### config.mk
export PLATFORM = sky130hd
export DESIGN_NAME = dmem_responder
export DESIGN_NICKNAME = d
export VERILOG_FILES = /design/src/rtl/dmem_responder_pkg.sv /design/src/rtl/dmem_array.sv /design/src/rtl/dmem_responder.sv
export SDC_FILE = /design/constraint.sdc
export NUM_CORES = 2
export LEC_CHECK = 0
export CAP_MARGIN = 30
export CORE_ASPECT_RATIO = 1.4
export CORE_MARGIN = 2
export CORE_UTILIZATION = 35
export CTS_CLUSTER_SIZE = 28
export DETAILED_ROUTE_END_ITERATION = 10
export HOLD_SLACK_MARGIN = 0.05
export SETUP_SLACK_MARGIN = 0.2
export SLEW_MARGIN = 20
export SYNTH_ARGS = -nofsm -noshare
export SYNTH_HDL_FRONTEND = slang
export SYNTH_SLANG_ARGS = --single-unit
### constraint.sdc
create_clock -name clk -period 4.2 [get_ports clk]
set_input_delay 0.84 -clock clk [delete_from_list [all_inputs] [get_ports clk]]
set_output_delay 0.84 -clock clk [all_outputs]
set_load 0.02 [all_outputs]
### src/rtl/dmem_responder_pkg.sv
// Shared definitions for the data-memory responder: state encoding, base address
// and the latched request payload.
package dmem_responder_pkg;

  localparam int unsigned DM_BASE_ADDR = 1024;
  localparam int unsigned DM_WORD_W    = 32;
  localparam int unsigned DM_CNT_W     = 4;

  typedef enum logic [1:0] {
    DM_IDLE = 2'd0,
    DM_BUSY = 2'd1,
    DM_DONE = 2'd2
  } dm_state_e;

  typedef struct packed {
    logic                 store;
    logic                 load;
    logic [DM_WORD_W-1:0] addr;
    logic [DM_WORD_W-1:0] wdata;
  } dm_req_t;

endpackage

### src/rtl/dmem_array.sv
// Synchronous single-port word RAM with registered read-before-write output.
module dmem_array
  import dmem_responder_pkg::*;
#(
  parameter int unsigned DEPTH_WORDS = 64
) (
  input  logic                           clk,
  input  logic                           we,
  input  logic [$clog2(DEPTH_WORDS)-1:0] idx,
  input  logic [DM_WORD_W-1:0]           din,
  output logic [DM_WORD_W-1:0]           dout
);

  logic [DM_WORD_W-1:0] mem [DEPTH_WORDS];

  always_ff @(posedge clk) begin
    if (we) mem[idx] <= din;
    dout <= mem[idx];
  end

endmodule

### src/rtl/dmem_responder.sv
// Data-memory responder: services each MEM-stage access after a fixed number of
// wait states, freezing the upstream pipeline until the one-cycle ready pulse.
module dmem_responder
  import dmem_responder_pkg::*;
#(
  parameter int unsigned WAIT_CYCLES = 3,
  parameter int unsigned DEPTH_WORDS = 64,
  parameter int unsigned BASE_ADDR   = DM_BASE_ADDR
) (
  input  logic                 clk,
  input  logic                 rst,
  input  logic                 mem_r_en,
  input  logic                 mem_w_en,
  input  logic [DM_WORD_W-1:0] addr,
  input  logic [DM_WORD_W-1:0] wdata,
  output logic [DM_WORD_W-1:0] rdata,
  output logic                 ready,
  output logic                 freeze
);

  localparam int unsigned IDX_W = $clog2(DEPTH_WORDS);
  localparam logic [DM_CNT_W-1:0] CNT_INIT = DM_CNT_W'(WAIT_CYCLES);

  dm_state_e            state_q, state_d;
  logic                 accept, access;
  logic [DM_CNT_W-1:0]  cnt_q;
  dm_req_t              req_q;
  logic [DM_WORD_W-1:0] addr_sel, offset;
  logic [IDX_W-1:0]     idx;
  logic [DM_WORD_W-1:0] arr_dout;
  logic                 arr_we;

  // State register
  always_ff @(posedge clk or posedge rst) begin
    if (rst) state_q <= DM_IDLE;
    else     state_q <= state_d;
  end

  // Next state and access strobes
  always_comb begin
    state_d = state_q;
    accept  = 1'b0;
    access  = 1'b0;
    case (state_q)
      DM_IDLE: begin
        if (mem_r_en || mem_w_en) begin
          accept  = 1'b1;
          state_d = DM_BUSY;
        end
      end
      DM_BUSY: begin
        if (cnt_q == '0) begin
          access  = 1'b1;
          state_d = DM_DONE;
        end
      end
      DM_DONE: state_d = DM_IDLE;
      default: state_d = DM_IDLE;
    endcase
  end

  // Present the incoming address while idle so the RAM output is ready by the access edge
  assign addr_sel = (state_q == DM_IDLE) ? addr : req_q.addr;
  assign offset   = addr_sel - DM_WORD_W'(BASE_ADDR);
  assign idx      = IDX_W'(offset >> 2);
  assign arr_we   = access & req_q.store;

  // Request latch, wait counter, load data and completion pulse
  always_ff @(posedge clk or posedge rst) begin
    if (rst) begin
      req_q <= '0;
      cnt_q <= '0;
      rdata <= '0;
      ready <= 1'b0;
    end else begin
      ready <= access;
      if (accept) begin
        req_q <= '{store: mem_w_en, load: mem_r_en, addr: addr, wdata: wdata};
        cnt_q <= CNT_INIT;
      end else if (state_q == DM_BUSY && cnt_q != '0) begin
        cnt_q <= cnt_q - DM_CNT_W'(1);
      end
      if (access && req_q.load) rdata <= arr_dout;
    end
  end

  assign freeze = (mem_r_en | mem_w_en) & ~ready;

  dmem_array #(
    .DEPTH_WORDS(DEPTH_WORDS)
  ) u_array (
    .clk (clk),
    .we  (arr_we),
    .idx (idx),
    .din (req_q.wdata),
    .dout(arr_dout)
  );

endmodule
# Yosys cells after proc, flatten, opt, wreduce, memory -nomap -nowiden
# Memory sizes are Yosys's and may differ from the RTL's. A register that Yosys moved wholly into a read port is not among the register bits.
# Index checks and enable logic that the tools add are counted.
[totals]
latchBits = 0
mem_bits_ro = 0
ram_bits = 2048
n_memories = 1
ff_bits = 81
[memory_table]
columns = ["name", "words", "word_bits", "rd", "rd_ports_with_merged_regs", "write_ports", "line", "text"]
rows = [
  ["u_array.mem", 64, 32, 1, 1, 1, "dmem_array.sv:14", "logic [DM_WORD_W-1:0] mem [DEPTH_WORDS];"],
]
[op_classes]
n_mux = 12
magnitude_cmp = 0
n_reduce_logical = 8
add_sub_neg = 2
n_mul = 0
bitwise = 4
shift = 0
div_mod_pow = 0
n_eq_ne = 3
[op_table]
columns = ["cell", "count"]
rows = [
  ["two-way mux 4 bit", 2],
  ["two-way mux 8 bit", 1],
  ["subtractor 8 x 1 -> 8 bit (second input constant)", 1],
  ["two-way mux 1 bit", 6],
  ["logical NOT 4 bit", 1],
  ["two-way mux 2 bit", 2],
  ["inequality test 2 bit (second input constant)", 2],
  ["one-hot mux 2 bit (2 select lines)", 1],
  ["nonzero test 4 bit", 1],
  ["subtractor 4 x 1 -> 4 bit (second input constant)", 1],
  ["AND 1 bit", 2],
  ["== test 2 x 1 -> 1 bit (second input constant)", 1],
  ["logical AND 1 bit", 2],
  ["logical NOT 2 bit", 1],
  ["AND reduction 2 bit", 1],
  ["nonzero test 2 bit", 1],
  ["logical OR 1 bit", 1],
  ["inverter 1 bit", 1],
  ["OR 1 bit", 1],
]

# Longest topological paths before layout
[logic_depth]
depth_word = 6
depth_mapped = 12
mapped_depth_nobuf = 9

# Modules after synthesis
# A second synthesis with hierarchy kept.
[unflattened]
cells_unflattened = 4437
area_unflattened_um2 = 82052.4
[modules_own_cells]
columns = ["module", "area_each_um2", "instances", "cells_each"]
rows = [
  ["dmem_array", 78928.2, 1, 4239],
  ["dmem_responder", 3124.2, 1, 198],
]

# Worst setup path before layout
# OpenSTA, ideal clock, no wires.
[synth_timing]
path_kind = "input to register"
startpoint = "input addr[4]"
endpoint = "memory u_array.mem[0][0], enable pin"
t_required_ns = 3.779
cell_stages = 9
slack_ns = -0.263
arrival_ns = 4.042
path_cell_list = "clkbuf_1 or4_1 o21ai_1 buf_2 buf_2 buf_2 buf_2 nand2_1 nor2_1"
[synth_between]
elab_chain_cells = 2
[synth_rtl]
columns = ["element", "line", "text"]
rows = [
  ["start: declaration", "dmem_responder.sv:14", "input logic [DM_WORD_W-1:0] addr,"],
  ["two-way mux 8 bit", "dmem_responder.sv:63", "assign addr_sel = (state_q == DM_IDLE) ? addr : req_q.addr;"],
  ["subtractor 8 x 1 -> 8 bit", "dmem_responder.sv:64", "assign offset = addr_sel - DM_WORD_W'(BASE_ADDR);"],
  ["end: declaration", "dmem_array.sv:14", ""],
]
# Every way passes these cells.

# Worst setup path after layout
[layout_timing]
startpoint = "register state_q[0]"
endpoint = "register u_array.dout[4], read port of u_array.mem"
[layout_between]
elab_chain_cells = 3
[layout_rtl]
columns = ["element", "line", "text"]
rows = [
  ["start: declaration", "dmem_responder.sv:24", "dm_state_e state_q, state_d;"],
  ["start signal: assignment", "dmem_responder.sv:36", "else state_q <= state_d;"],
  ["logical NOT 2 bit", "dmem_responder.sv:63", ""],
  ["two-way mux 8 bit", "dmem_responder.sv:63", ""],
  ["subtractor 8 x 1 -> 8 bit", "dmem_responder.sv:64", ""],
  ["end: declaration", "dmem_array.sv:11", "output logic [DM_WORD_W-1:0] dout"],
]
# Every way passes these cells.
# A chain may end at the register's enable or synchronous reset.

==> flow_metrics.tcl <==
set metrics [dict create \
    run_status "complete, no violations" \
    grt_pass1_wl_um 333500 \
    die_h_um 568.9 \
    grt_overflow_total 0 \
    total_power_mw 65.93 \
    internal_power_mw 43.48 \
    global_route.usage.total_pct 19.74 \
    tightest_slew_ns 0.9622 \
    synth_compound_gate_area_share_pct 10.70 \
    insertion_delay_of_the_later_clocked_pin_in_the_worst_skew_pair_ns 0.88 \
    worstSetupStartpointType "register" \
    crit_path_end_kind "register" \
    drive_above_1_share_pct 19.38 \
    comb_power_share_pct 31.8 \
    antenna_left 0 \
    syn-mean-instance-area_um2 17.77 \
    p_sw_mw 22.45 \
    netlist_area_um2 79780 \
    wl_met1_um 87580 \
    slew_violations 0 \
    cts_buffer_depth 4 \
    path_class "register to register" \
    tritoncts "built" \
    io_buffer_count 75 \
    multi_input_combinational_cell_area_um2 15030 \
    place_congestion 0.8581 \
    layout-area-overhead-vs-synth_pct 19.48 \
    finalClockSkew_ns 0.05182 \
    synth_enable_flop_cells 2048 \
    cts.clk_slew.worst_paths_ns 0.07 \
    synth_async_sr_flop_share_pct 3.659 \
    drt_pre_antenna_iters 9 \
    cts_buffers 189 \
    cts_num_sinks 2159 \
    yosys-mux-area-fraction_pct 4.005 \
    synth-main-ff-cell "sky130_fd_sc_hd__edfxtp_1" \
    regArea_um2 64160 \
    finish.utilization_pct 42.02 \
    synth_top_family_by_area "compound AO/OA/AOI/OAI gates" \
    wl_um 235700 \
    met2WireLength_um 121100 \
    rsz0062_at_grt "false" \
    worst_ep_arrival_time_ns 4.62 \
    p_leak_nw 30.82 \
    synthesis.nets 4559 \
    ys_types 72 \
    data_required_time_at_the_worst_endpoint_ns 4.91 \
    drcViolationCount 0 \
    synth-warning-count 0 \
    power.density_cell_area_nw_per_um2 691.6 \
    detailroute.wirelength.met3_um 16720 \
    hp-class "primary input to asynchronous set/reset pin" \
    drv_cap 0 \
    via_cell_ratio 5.670 \
    ctsHtreeMaxLevel 4 \
    std_cell_rows 207 \
    grt_max_degree 66 \
    relative_slew_slack_pct 35.62 \
    first_global_vias 45585 \
    power.sequential.fraction_pct 43.0 \
    maxClockFrequency_mhz 255.8 \
    n_fill_cell 20096 \
    total_core_area_um2 226900 \
    die_w_um 407.5 \
    clock-root-buffer "sky130_fd_sc_hd__clkbuf_16" \
    grt_antenna_before_repair 11 \
    timing.final.setup_violations 0 \
    ys_seq_elements 2159 \
    power.share.switching_pct 34.05 \
    ir_drop_v 0.0008404 \
    synthXorXnorAreaFrac_pct 0.03293 \
    finalNetCount 5016 \
    via_total_after_detailed_routing 46092 \
    synthSimpleGateAreaFrac_pct 3.231 \
    crit_path_max_fanout 14 \
    maxUsedRoutingLayer "met5" \
    synth_cells 4490 \
    synth_sequential_area_ratio_pct 80.36 \
    boundaryPins 102 \
    dieArea_um2 231800 \
    cts_setup_buffers 0 \
    drt-wirelength-per-cell_um 29.00 \
    synth-adder-area-share_pct 0.01568 \
    initial_utilization_pct 35.17 \
    drc_violation_total_after_the_first_tritonroute_iteration 5627 \
    timing.final.crit_share_pct 93.08 \
    finalWorstPathRequiredPeriod_ns 3.909 \
    post_dp_hpwl_um 151700 \
    hold_viol_final 0 \
    power.clock.fraction_pct 25.2 \
]
## cell usage in the layout, fill, tap and decap left out, types with 75 or more instances in the layout
master,netlist,layout
sky130_fd_sc_hd__mux2_2,88,88
sky130_fd_sc_hd__a31oi_1,76,75
sky130_fd_sc_hd__a22oi_1,356,356
sky130_fd_sc_hd__nand2_1,309,302
sky130_fd_sc_hd__a21oi_1,149,149
sky130_fd_sc_hd__mux2i_1,218,217
sky130_fd_sc_hd__clkbuf_16,0,193
sky130_fd_sc_hd__o22ai_1,126,125
sky130_fd_sc_hd__a222oi_1,160,160
sky130_fd_sc_hd__buf_4,11,309
sky130_fd_sc_hd__clkdlybuf4s50_1,0,75
sky130_fd_sc_hd__edfxtp_1,2048,2048
sky130_fd_sc_hd__buf_12,0,168
## cells in the mapped netlist (7+ instances only)
master                      number  area share, %
sky130_fd_sc_hd__clkbuf_1      132           0.62
sky130_fd_sc_hd__buf_2         105           0.66
sky130_fd_sc_hd__dfrtp_1        79            2.5
sky130_fd_sc_hd__o22ai_1       126           0.99
sky130_fd_sc_hd__nand3_1        12          0.075
sky130_fd_sc_hd__a22o_1         30           0.33
sky130_fd_sc_hd__edfxtp_1     2048             77
sky130_fd_sc_hd__inv_1           7          0.033
sky130_fd_sc_hd__a221oi_1       47           0.52
sky130_fd_sc_hd__nor2_1        128           0.60
sky130_fd_sc_hd__or4_1          21           0.20
sky130_fd_sc_hd__nor3_1         10          0.063
sky130_fd_sc_hd__a2111oi_0       9          0.099
sky130_fd_sc_hd__buf_1          42           0.20
sky130_fd_sc_hd__nand2_1       309            1.5
sky130_fd_sc_hd__mux2_2         88            1.2
sky130_fd_sc_hd__buf_4          11           0.10
sky130_fd_sc_hd__nand4b_1       17           0.19
sky130_fd_sc_hd__a31oi_1        76           0.60
sky130_fd_sc_hd__a221o_1        11           0.14
sky130_fd_sc_hd__o211ai_1       29           0.27
sky130_fd_sc_hd__a21oi_1       149           0.93
sky130_fd_sc_hd__o221ai_1       30           0.33
sky130_fd_sc_hd__a211oi_1       19           0.18
sky130_fd_sc_hd__o21ai_0        66           0.41
sky130_fd_sc_hd__mux2i_1       218            2.7
sky130_fd_sc_hd__or4b_1          9           0.11
sky130_fd_sc_hd__o32ai_1         9          0.099
sky130_fd_sc_hd__a22oi_1       356            3.3
sky130_fd_sc_hd__dfxtp_1        32           0.80
sky130_fd_sc_hd__or3_1          20           0.16
sky130_fd_sc_hd__a222oi_1      160            2.0
## cells by family after synthesis
kind of cell               count (synthesis)
AOI/OAI and AO/OA                       1155
buffers and inverters                    300
DFF                                     2159
adders and majority gates                  1
and+or+nand+nor                          564
xor gates and xnor gates                   3
muxes                                    308
## flip-flops by register name, summed over array words and instances (netlist names)
signal and flops:
state_q 2, cnt_q 4, ready 1, rdata 32, u_array.mem 2048, req_q 40, u_array.dout 32
## path summary, 6_finish.rpt
path	startpoint	endpoint	slack, ns	cells after the start
worst max-delay path	state_q[0]	u_array.dout[4]	0.29	10
worst min-delay path	rst	rdata[21]	0.42	2
worst max register to register	state_q[0]	u_array.dout[4]	0.29	10
worst min register to register	u_array.dout[31]	rdata[31]	0.47	1
max in group asynchronous	rst	rdata[4]	3.01	3
min in group clk	u_array.dout[31]	rdata[31]	0.47	1
## routing by layer
metal  GRT usage [%]  up-vias
li1                -    19425
met1           23.88    23903
met2           35.20     2268
met3           2.780      492
met4           8.221        4
met5               0        -
## repair_timing
item | 4_1_cts | 5_1_grt
endpoints found under the setup margin | 1 | 0
hold buffers | 0 | 0
resized for setup | 3 | 0
## per-stage QoR
| step | instances | cell area, um^2 | setup WS (ns) | hold WS (ns) | setup TNS (ns) |
|---|---|---|---|---|---|
| 6_report | 8129 | 95330 | 0.2908 | 0.4217 | 0 |
| 3_5_place_dp | 7785 | 89520 | -0.6095 | 0.4563 | -2.737 |
| 4_1_cts | 8122 | 95290 | 0.3051 | 0.4403 | 0 |
| 2_1_floorplan | 4490 | 79790 | -0.2632 | 0.4400 | -346.49 |
| 5_1_grt | 8124 | 95310 | 0.2190 | 0.4854 | 0 |
| 3_3_place_gp | 7774 | 89320 | -0.7533 | 0.4447 | -2.199 |
## layout make-up
cell class              instances  area share, %
diodes                          6        0.01575
clock buffers                 247          5.374
clock inverters                90         0.6576
inverters                       7        0.03019
multi-input cells            2031          15.76
flip-flops and latches       2159          67.31
well taps                    3030          3.977
repair buffers                559          6.874
## power by group through the flow
| stage | clock [mW] | combinational (mW) | sequential [mW] |
|---|---|---|---|
| 2_1_floorplan | 0 | 9.28 | 29.3 |
| 3_3_place_gp | 0 | 20.0 | 29.1 |
| 3_5_place_dp | 0 | 20.9 | 28.8 |
| 4_1_cts | 16.8 | 21.0 | 28.3 |
| 5_1_grt | 17.6 | 22.1 | 28.4 |
| 6_report | 16.6 | 21.0 | 28.3 |
## critical path: stages (launching register included)
cell and delay (ns):
sky130_fd_sc_hd__dfrtp_1 0.69, sky130_fd_sc_hd__buf_4 0.29, sky130_fd_sc_hd__nor3b_4 0.08, sky130_fd_sc_hd__nor2_8 0.43
sky130_fd_sc_hd__buf_4 0.33, sky130_fd_sc_hd__mux2i_1 0.22, sky130_fd_sc_hd__o221ai_1 0.24, sky130_fd_sc_hd__a2111oi_4 0.56
sky130_fd_sc_hd__buf_4 0.18, sky130_fd_sc_hd__nand2_1 0.14, sky130_fd_sc_hd__or4b_1 0.55
(Power assumes the default switching activity.)
